**src/rtl/z80_bus_target_pkg.sv**
```systemverilog
// Shared types and constants for the z80_bus_target bus responder.
// Holds the FSM state encoding, the decoded cycle-type codes and the timeout read value.
package z80_bus_target_pkg;

    typedef enum logic [1:0] {
        ST_IDLE,
        ST_REQ,
        ST_DRIVE,
        ST_RELEASE
    } state_t;

    typedef enum logic [2:0] {
        CYC_NONE,
        CYC_MRD,
        CYC_MWR,
        CYC_IORD,
        CYC_IOWR,
        CYC_INTA
    } cycle_t;

    // Value returned to the CPU when the backend never answers a read
    localparam logic [7:0] TIMEOUT_RDATA = 8'hFF;

    function automatic logic is_write(cycle_t c);
        return (c == CYC_MWR) || (c == CYC_IOWR);
    endfunction

    function automatic logic is_io(cycle_t c);
        return (c == CYC_IORD) || (c == CYC_IOWR);
    endfunction

endpackage

```
**src/rtl/z80_cycle_decode.sv**
```systemverilog
// Combinational classifier: registered Z80 strobes plus address windows -> cycle type.
// Interrupt acknowledge takes priority because it is the only cycle with nM1 and nIORQ both low.
module z80_cycle_decode
    import z80_bus_target_pkg::*;
#(
    parameter logic [15:0] MEM_BASE = 16'h8000,
    parameter logic [15:0] MEM_MASK = 16'hC000,
    parameter logic [7:0]  IO_BASE  = 8'h40,
    parameter logic [7:0]  IO_MASK  = 8'hF0
) (
    input  logic [15:0] addr,
    input  logic        n_m1,
    input  logic        n_mreq,
    input  logic        n_iorq,
    input  logic        n_rd,
    input  logic        n_wr,
    input  logic        n_rfsh,
    output cycle_t      cycle
);

    logic mem_hit;
    logic io_hit;

    assign mem_hit = (addr & MEM_MASK) == MEM_BASE;
    assign io_hit  = (addr[7:0] & IO_MASK) == IO_BASE;

    always_comb begin
        cycle = CYC_NONE;
        if (!n_m1 && !n_iorq) begin
            cycle = CYC_INTA;
        end else if (!n_mreq && !n_rd && n_rfsh && mem_hit) begin
            cycle = CYC_MRD;
        end else if (!n_mreq && !n_wr && mem_hit) begin
            cycle = CYC_MWR;
        end else if (!n_iorq && !n_rd && n_m1 && io_hit) begin
            cycle = CYC_IORD;
        end else if (!n_iorq && !n_wr && n_m1 && io_hit) begin
            cycle = CYC_IOWR;
        end
    end

endmodule

```
**src/rtl/z80_bus_target.sv**
```systemverilog
// Z80 bus target: turns decoded memory/IO cycles into one backend req/ack transaction,
// stretches the CPU with nWAIT meanwhile, and serves interrupt-acknowledge with a mode-2 vector.
module z80_bus_target
    import z80_bus_target_pkg::*;
#(
    parameter logic [15:0] MEM_BASE = 16'h8000,
    parameter logic [15:0] MEM_MASK = 16'hC000,
    parameter logic [7:0]  IO_BASE  = 8'h40,
    parameter logic [7:0]  IO_MASK  = 8'hF0,
    parameter int unsigned TIMEOUT  = 15
) (
    input  logic        CLK,
    input  logic        nRESET,
    input  logic [15:0] A,
    input  logic [7:0]  D_I,
    output logic [7:0]  D_O,
    output logic        D_OE,
    input  logic        nM1,
    input  logic        nMREQ,
    input  logic        nIORQ,
    input  logic        nRD,
    input  logic        nWR,
    input  logic        nRFSH,
    output logic        nWAIT,
    output logic        nINT,
    output logic        be_req,
    output logic        be_we,
    output logic        be_io,
    output logic [15:0] be_addr,
    output logic [7:0]  be_wdata,
    input  logic        be_ack,
    input  logic [7:0]  be_rdata,
    input  logic        irq,
    input  logic [7:0]  irq_vector,
    output logic        inta_stb,
    output logic        err_timeout
);

    localparam logic [7:0] TMO_LAST = 8'(TIMEOUT - 1);

    logic [15:0] a_q;
    logic        nm1_q, nmreq_q, niorq_q, nrd_q, nwr_q, nrfsh_q;
    logic        irq_q;

    state_t      state, state_d;
    cycle_t      cyc;
    logic [7:0]  tmo_cnt, tmo_cnt_d;
    logic        pending, pending_d;
    logic        drive, drive_d;
    logic        drive_iorq, drive_iorq_d;
    logic        nwait_d, nint_d, be_req_d, be_we_d, be_io_d;
    logic [15:0] be_addr_d;
    logic [7:0]  be_wdata_d, d_o_d;
    logic        inta_stb_d, err_timeout_d;
    logic        inta_clr;
    logic        done;

    always_ff @(posedge CLK or negedge nRESET) begin
        if (!nRESET) begin
            a_q     <= '0;
            nm1_q   <= 1'b1;
            nmreq_q <= 1'b1;
            niorq_q <= 1'b1;
            nrd_q   <= 1'b1;
            nwr_q   <= 1'b1;
            nrfsh_q <= 1'b1;
            irq_q   <= 1'b0;
        end else begin
            a_q     <= A;
            nm1_q   <= nM1;
            nmreq_q <= nMREQ;
            niorq_q <= nIORQ;
            nrd_q   <= nRD;
            nwr_q   <= nWR;
            nrfsh_q <= nRFSH;
            irq_q   <= irq;
        end
    end

    z80_cycle_decode #(
        .MEM_BASE (MEM_BASE),
        .MEM_MASK (MEM_MASK),
        .IO_BASE  (IO_BASE),
        .IO_MASK  (IO_MASK)
    ) u_decode (
        .addr   (a_q),
        .n_m1   (nm1_q),
        .n_mreq (nmreq_q),
        .n_iorq (niorq_q),
        .n_rd   (nrd_q),
        .n_wr   (nwr_q),
        .n_rfsh (nrfsh_q),
        .cycle  (cyc)
    );

    // Gating by the live strobe lets the data bus go tristate the instant the CPU lets go
    assign D_OE = drive && (drive_iorq ? !nIORQ : !nRD);

    always_comb begin
        state_d       = state;
        tmo_cnt_d     = tmo_cnt;
        drive_d       = drive;
        drive_iorq_d  = drive_iorq;
        nwait_d       = nWAIT;
        be_req_d      = be_req;
        be_we_d       = be_we;
        be_io_d       = be_io;
        be_addr_d     = be_addr;
        be_wdata_d    = be_wdata;
        d_o_d         = D_O;
        inta_stb_d    = 1'b0;
        err_timeout_d = 1'b0;
        inta_clr      = 1'b0;
        done          = be_ack || (tmo_cnt == TMO_LAST);

        case (state)
            ST_IDLE: begin
                if (cyc == CYC_INTA) begin
                    state_d      = ST_DRIVE;
                    d_o_d        = irq_vector;
                    inta_stb_d   = 1'b1;
                    inta_clr     = 1'b1;
                    drive_d      = 1'b1;
                    drive_iorq_d = 1'b1;
                end else if (cyc != CYC_NONE) begin
                    state_d      = ST_REQ;
                    be_req_d     = 1'b1;
                    nwait_d      = 1'b0;
                    be_addr_d    = a_q;
                    be_we_d      = is_write(cyc);
                    be_io_d      = is_io(cyc);
                    be_wdata_d   = is_write(cyc) ? D_I : be_wdata;
                    tmo_cnt_d    = '0;
                    drive_iorq_d = 1'b0;
                end
            end
            ST_REQ: begin
                if (done) begin
                    be_req_d      = 1'b0;
                    nwait_d       = 1'b1;
                    err_timeout_d = !be_ack;
                    if (be_we) begin
                        state_d = ST_RELEASE;
                    end else begin
                        d_o_d = be_ack ? be_rdata : TIMEOUT_RDATA;
                        // A read the CPU already abandoned is finished silently
                        if (!nrd_q) begin
                            state_d = ST_DRIVE;
                            drive_d = 1'b1;
                        end else begin
                            state_d = ST_IDLE;
                        end
                    end
                end else begin
                    tmo_cnt_d = tmo_cnt + 8'd1;
                end
            end
            ST_DRIVE: begin
                if (drive_iorq ? niorq_q : nrd_q) begin
                    state_d = ST_IDLE;
                    drive_d = 1'b0;
                end
            end
            ST_RELEASE: begin
                if (nmreq_q && niorq_q) begin
                    state_d = ST_IDLE;
                end
            end
            default: begin
                state_d = ST_IDLE;
            end
        endcase

        // A new irq edge outranks a simultaneous acknowledge so the request is not lost
        if (irq && !irq_q) begin
            pending_d = 1'b1;
        end else if (inta_clr) begin
            pending_d = 1'b0;
        end else begin
            pending_d = pending;
        end
        nint_d = !pending_d;
    end

    always_ff @(posedge CLK or negedge nRESET) begin
        if (!nRESET) begin
            state       <= ST_IDLE;
            tmo_cnt     <= '0;
            pending     <= 1'b0;
            drive       <= 1'b0;
            drive_iorq  <= 1'b0;
            nWAIT       <= 1'b1;
            nINT        <= 1'b1;
            be_req      <= 1'b0;
            be_we       <= 1'b0;
            be_io       <= 1'b0;
            be_addr     <= '0;
            be_wdata    <= '0;
            D_O         <= '0;
            inta_stb    <= 1'b0;
            err_timeout <= 1'b0;
        end else begin
            state       <= state_d;
            tmo_cnt     <= tmo_cnt_d;
            pending     <= pending_d;
            drive       <= drive_d;
            drive_iorq  <= drive_iorq_d;
            nWAIT       <= nwait_d;
            nINT        <= nint_d;
            be_req      <= be_req_d;
            be_we       <= be_we_d;
            be_io       <= be_io_d;
            be_addr     <= be_addr_d;
            be_wdata    <= be_wdata_d;
            D_O         <= d_o_d;
            inta_stb    <= inta_stb_d;
            err_timeout <= err_timeout_d;
        end
    end

endmodule
```
**config.mk**
```make
export PLATFORM = sky130hd
export DESIGN_NAME = z80_bus_target
export DESIGN_NICKNAME = d
export VERILOG_FILES = /design/src/rtl/z80_bus_target_pkg.sv /design/src/rtl/z80_cycle_decode.sv /design/src/rtl/z80_bus_target.sv
export SDC_FILE = /design/constraint.sdc
export NUM_CORES = 1
export LEC_CHECK = 0
export ABC_AREA = 1
export CAP_MARGIN = 20
export CORE_UTILIZATION = 51
export DETAILED_ROUTE_END_ITERATION = 8
export PLACE_DENSITY_LB_ADDON = 0.25
export SLEW_MARGIN = 30
export SYNTH_ARGS = -nofsm -noshare
export SYNTH_HDL_FRONTEND = slang
export SYNTH_SLANG_ARGS = --single-unit
```
**constraint.sdc**
```tcl
create_clock -name CLK -period 2.9 [get_ports CLK]
set_input_delay 0.725 -clock CLK [delete_from_list [all_inputs] [get_ports CLK]]
set_output_delay 0.725 -clock CLK [all_outputs]
set_load 0.005 [all_outputs]
```
==> out/results.ini, run 1 <==
[outcome]
status=complete, no violations

[clock_network]
cts_tree=yes
numCtsBuffers=9
clockBufferDepth=2
ctsResizeCount=0
postCtsHoldBufs=0
clkLatencyLatePin_ns=0.34
cts.sinks=75
cts-root-buf=clkbuf_8
h-tree-depth=3
clk_pin_slew_worst_paths_ns=0.08
post_cts_buffers=0

[sta]
setup_viol=0
slew_headroom=0.575
fin_worst_skew_ns=0.00850
tightestPinTransition_ns=0.638
slew_violations=0
fin_crit_sh=0.948
rsz0062_at_grt=false
fmaxAchievable_ghz=0.364
finalHoldViolCount=0
period_minus_slack_ns=2.75
setup_slack_ns=0.150
tns_ns=0

[finish]
n_fill_cell=446
areaGrowthSynthToFinish_pct=35.3
diodes=0
final_nets=501
drive_above_1_share=0.141

[route]
viasPerCell=5.08
ant_nets=0
drt_iter0_markers=76
routed_wl_um=7080
vias=2689
drc=0
dr.pass1.iters=4
wl_per_cell_um=13.4

[worst_setup_path]
cp-end-kind=primary output
worstPathRequired_ns=2.17
cp.arrival_ns=2.02
setup.worst_path.start_class=primary input
path_class=primary input to primary output
worstPathMaxFanout=2

[power_and_ir_drop]
irDropWorstVdd_mv=0.582
power.leakage_nw=2.13
power_mw=3.89
seqPwrFrac=0.407
power.density_nw_per_um2=884
combPwrFrac=0.386
switching_share=0.347
p_int_mw=2.54
power_switching_mw=1.35
p_clk_frac=0.207

[floorplan]
die_area_um2=6710
rows=28
io_pins=90
coreArea_um2=6030
die_h_um=81.9
die_w_um=81.9
initial_core_util=0.540

[global_route]
antenna_found_initial=0
grt_pass1_vias=2495
overflow=0
grt_usage=0.227
grt_max_degree=76
grt_first_pass_wirelength_um=11200

[yosys]
synth_cell_type_count=32
yosysMostFrequentCell=nand2_1
ys_ff_latch=75
yosys_warnings=0
synth-edff-count=0
synth_top_area_cell=dfrtp_1
syn_avg_cell_area_um2=9.20
ys_top_cells_by_count=nand2_1, dfrtp_1, nand3_1
synth_top_area_frac=0.515
netlist_area_um2=3260
syn_inst=354
syn_nets=406
ys_seq_area_frac=0.580
async_reset_ff_frac=1.00
synth_ff_type=dfrtp_1
netlist_top_cells_area=dfrtp_1, nand2_1, dfstp_2

[run]
drv_cap=0

[placement]
io_buffers=89
dp_hpwl_um=5000
globalplace.congestion=0.814
dp_worst_setup_slack_ns=0.229

[hold_path]
worstHoldPathType=primary input to asynchronous set/reset pin

## area by class of cell
class,count,area (um2),area share
timing repair buffer,90,900,0.204
clock inverter,6,72.6,0.0165
inverter,28,105,0.0239
tap,75,93.8,0.0213
clock buffer,10,128,0.0290
sequential,75,1890,0.428
multi-input combinational,245,1220,0.277
## path summary, 6_finish.rpt
kind                       cells past startpoint  slack (ns)                       to                  from
setup / recovery                               5        0.15                     D_OE                 nIORQ
hold / removal                                 1        0.38   tmo_cnt[4]$_DFFE_PN0P_                nRESET
setup reg to reg                               7        0.79   be_addr[9]$_DFFE_PN0P_  state[1]$_DFFE_PN0P_
hold reg to reg                                1        0.42           nINT$_DFF_PN1_     pending$_DFF_PN0_
max in group asynchronous                      1        2.08  be_wdata[7]$_DFFE_PN0P_                nRESET
min in group CLK                               1        0.42           nINT$_DFF_PN1_     pending$_DFF_PN0_
## critical path, cell delays in order
cell             delay, ns
clkdlybuf4s50_1       0.44
nand2_1               0.08
nand2_1               0.07
a21oi_1               0.18
clkdlybuf4s50_1       0.53
## logic make-up after synthesis
| group | Yosys count | synth area share |
|---|---|---|
| AO/OA/AOI/OAI | 28 | 0.0530 |
| XOR/XNOR | 1 | 0.00269 |
| adder cells (fa/ha/maj) | 2 | 0.00769 |
| buffers and inverters | 34 | 0.0457 |
| flip-flops | 75 | 0.580 |
| AND/OR/NAND/NOR | 214 | 0.311 |
## state kept, by name, summed over array words and instances, names as in the netlist, 2 cells and up
name / flops
be_wdata: 8
a_q: 16
state: 2
D_O: 8
tmo_cnt: 8
be_addr: 16
## per-layer routing
| layer | track usage | wire length, um | vias to the layer above |
|---|---|---|---|
| met5 | 0 | 0 | - |
| met4 | 0.0596 | 101 | 0 |
| met3 | 0.0733 | 459 | 13 |
| met2 | 0.390 | 3590 | 85 |
| met1 | 0.273 | 2930 | 1283 |
| li1 | - | - | 1308 |
## power by group through the flow
stage | sequential [mW] | clock [mW] | combinational [mW]
6_report | 1.59 | 0.806 | 1.50
5_1_grt | 1.62 | 0.877 | 1.67
4_1_cts | 1.59 | 0.823 | 1.52
3_5_place_dp | 1.60 | 0 | 1.51
3_3_place_gp | 1.59 | 0 | 1.46
2_1_floorplan | 1.57 | 0 | 0.738
## placed cells by master (no fill, tap or decap), types with 3 or more instances in the layout
| master | instances |
|---|---|
| o21ai_1 | 8 |
| nor2_2 | 5 |
| dfrtp_1 | 67 |
| nand2_4 | 3 |
| inv_6 | 3 |
| clkbuf_8 | 9 |
| inv_2 | 13 |
| nor2_1 | 17 |
| a21oi_1 | 5 |
| nand3_1 | 25 |
| dfstp_2 | 8 |
| o21ai_0 | 9 |
| nand2_2 | 4 |
| inv_1 | 15 |
| nor2_8 | 4 |
| nand2_1 | 140 |
| clkdlybuf4s50_1 | 88 |
| nand4_1 | 7 |
## through the flow
step,cell area (um2),util,std cells,hold WS (ns)
6_report,4410,0.731,529,0.377
2_1_floorplan,3260,-,354,0.386
4_1_cts,4400,0.730,529,0.427
3_5_place_dp,4200,0.697,513,0.412
3_3_place_gp,4200,0.697,513,0.402
5_1_grt,4410,0.731,529,0.426
(Power assumes the default switching activity.)
==> inputs of run 2 (changes only) <==
SYNTH_HIERARCHICAL = 1   (was unset)
==> out/results.ini, run 2 <==
[outcome]
status=complete, no violations

[yosys]
yosysMostFrequentCell=nand2_1
synth_ff_type=dfrtp_1
yosys_warnings=6  ; +6
syn_inst=381  ; +7.6%
synth_top_area_cell=dfrtp_1
synth_compound_area_frac=0.0401  ; -0.0129
synth_top_family_by_area=simple AND/OR/NAND/NOR gates
synthMuxAreaShare=0  ; unchanged
synth_top_area_frac=0.517  ; +0.00159
ys_top_cells_by_count=nand2_1, dfrtp_1, nand3_1
async_reset_ff_frac=1.00  ; unchanged
syn_nets=433  ; +6.7%
netlist_top_cells_area=dfrtp_1, nand2_1, nand3_1
synth_cell_type_count=26  ; -19%
syn_avg_cell_area_um2=8.52  ; -7.4%
synth-xor-area-share=0  ; -0.00269
synth_fa_ha_area_frac=0.00771  ; +0.0000237
netlist_area_um2=3250  ; -0.31%
synth-simple-area-share=0.318  ; +0.00636
synth-edff-count=0  ; unchanged
ys_seq_area_frac=0.581  ; +0.00179
ys_ff_latch=75  ; unchanged

[worst_setup_path]
worstPathMaxFanout=2  ; unchanged
setup.worst_path.start_class=primary input
r2r_cells=12  ; +5
r2r_start=a_q[7]$_DFF_PN0_
worstPathRequired_ns=2.17  ; about the same
cp.arrival_ns=1.90  ; -0.12 ns
path_class=primary input to primary output
cp_cell_sequence=clkdlybuf4s50_1 > nand2_1 > nand2_1 > a21oi_1 > clkdlybuf4s50_1
setup.worst_path.start=nIORQ
slowest_delay_ns=0.52  ; about the same
ff2ff_setup_slack_ns=0.52  ; -0.27 ns
cp-endpoint=D_OE
crit_slowest_cell=clkdlybuf4s50_1
cp-end-kind=primary output
r2r_end=tmo_cnt[4]$_DFFE_PN0P_

[clock_network]
clockBufferDepth=2  ; unchanged
cts_tree=yes
cts.sinks=75  ; unchanged
post_cts_buffers=0  ; unchanged
clk_pin_slew_worst_paths_ns=0.08  ; about the same
numCtsBuffers=9  ; unchanged
cts-root-buf=clkbuf_8
ctsResizeCount=0  ; unchanged
clkLatencyLatePin_ns=0.34  ; about the same
h-tree-depth=3  ; unchanged
postCtsHoldBufs=0  ; unchanged

[sta]
tns_ns=0  ; unchanged
finalHoldViolCount=0  ; unchanged
setup_viol=0  ; unchanged
fin_crit_sh=0.906  ; -0.0426
rsz0062_at_grt=false
period_minus_slack_ns=2.63  ; -0.124 ns
fin_worst_skew_ns=0.00730  ; -0.00119 ns
tightestPinTransition_ns=0.655  ; +0.0175 ns
slew_violations=0  ; unchanged
slew_headroom=0.563  ; -0.0116
fmaxAchievable_ghz=0.381  ; +4.7%

[route]
drc=0  ; unchanged
routed_wl_um=7200  ; +1.8%
vias=2807  ; +4.4%
drt_iter0_markers=222  ; +190%
dr.pass1.iters=4  ; unchanged
ant_nets=0  ; unchanged
viasPerCell=5.08  ; -0.14%
wl_per_cell_um=13.0  ; -2.6%

[hold_path]
worstHoldPathType=primary input to asynchronous set/reset pin

[floorplan]
rows=28  ; unchanged
die_w_um=81.8  ; -0.15%
io_pins=90  ; unchanged
initial_core_util=0.539  ; -0.00166
die_area_um2=6690  ; -0.29%
die_h_um=81.8  ; -0.15%
coreArea_um2=6030  ; unchanged

[global_route]
grt_first_pass_wirelength_um=11600  ; +3.4%
grt_pass1_vias=2667  ; +6.9%
grt_max_degree=76  ; unchanged
antenna_found_initial=0  ; unchanged
grt_usage=0.233  ; +0.00629
overflow=0  ; unchanged

[power_and_ir_drop]
power.density_nw_per_um2=915  ; +3.6%
power.leakage_nw=2.19  ; +2.5%
irDropWorstVdd_mv=0.657  ; +13%

[finish]
diodes=0  ; unchanged
final_cell_mix=nand2_1, clkdlybuf4s50_1, dfrtp_1
drive_above_1_share=0.0879  ; -0.0531
fin_util=0.728  ; -0.00291
areaGrowthSynthToFinish_pct=35.2  ; about the same
reg_top3=a_q (16), be_addr (16)
final_common_cell=nand2_1
final_nets=525  ; +4.8%

[placement]
io_buffers=89  ; unchanged
dp_hpwl_um=4940  ; -1.1%
globalplace.congestion=0.893  ; +9.8%

[run]
drv_cap=0  ; unchanged

==> run 2: cell types whose count changed in the layout (fill, tap and decap cells not counted), moves of 4 or more <==
cell / before / now
nand4_1: 7 / 2
o21ai_1: 8 / 0
nor2_1: 17 / 29
nand2_1: 140 / 150
inv_1: 15 / 28
nor2_2: 5 / 1
nor2_8: 4 / 0
nand3_1: 25 / 49
inv_2: 13 / 3
==> run 2: area by class of cell <==
type | count | area (um2)
Sequential cell | 75 | 1890
Fill cell | 448 | 1640
Multi-Input combinational cell | 266 | 1190
Timing Repair Buffer | 90 | 900
Clock buffer | 9 | 124
Inverter | 31 | 116
Tap cell | 75 | 93.8
Clock inverter | 7 | 81.3
==> run 2: stage by stage <==
stage          cell area, um2  total power, mW  hold slack (ns)  setup slack (ns)  cells
3_3_place_gp             4180             3.16            0.396             0.300    537
5_1_grt                  4390             4.31            0.432             0.219    553
3_5_place_dp             4180             3.20            0.413             0.274    537
2_1_floorplan            3250             2.44            0.386              1.18    381
4_1_cts                  4380             4.04            0.425             0.274    553
6_report                 4390             4.02            0.354             0.274    553
==> run 2: kinds of logic after synthesis <==
logic type / Yosys count
AND/OR/NAND/NOR: 243
flip-flops: 75
buffers and inverters: 40
AO/OA/AOI/OAI: 21
adder cells (fa/ha/maj): 2
==> run 2: worst min-delay path by stage <==
stage | startpoint | end | slack (ns) | cells past startpoint
after floorplan | pending$_DFF_PN0_ | nINT$_DFF_PN1_ | 0.39 | 1
after global placement | pending$_DFF_PN0_ | nINT$_DFF_PN1_ | 0.40 | 1
after detailed placement | pending$_DFF_PN0_ | nINT$_DFF_PN1_ | 0.41 | 1
after CTS | pending$_DFF_PN0_ | nINT$_DFF_PN1_ | 0.43 | 1
after global routing | nRESET | be_wdata[2]$_DFFE_PN0P_ | 0.43 | 1
final | nRESET | D_O[4]$_DFFE_PN0P_ | 0.35 | 1
==> run 2: metal layers <==
metal | track usage | vias to the layer above | part of all wire
met4 | 0.111 | 0 | 0.018
met5 | 0 | - | 0
met1 | 0.284 | 1325 | 0.43
met3 | 0.0467 | 10 | 0.044
li1 | - | 1385 | -
met2 | 0.395 | 87 | 0.51
==> run 2: critical path: cells and delay by family <==
| family | cells | cell delay (ns) |
|---|---|---|
| buf+inv | 2 | 0.94 |
| compound gates | 1 | 0.12 |
| simple gates | 2 | 0.11 |
==> run 2: power by group <==
part	total (mW)	switching, mW	internal, mW
sequential	1.56	0.199	1.36
combinational	1.62	0.854	0.770
clock	0.830	0.419	0.411
total	4.02	1.47	2.54
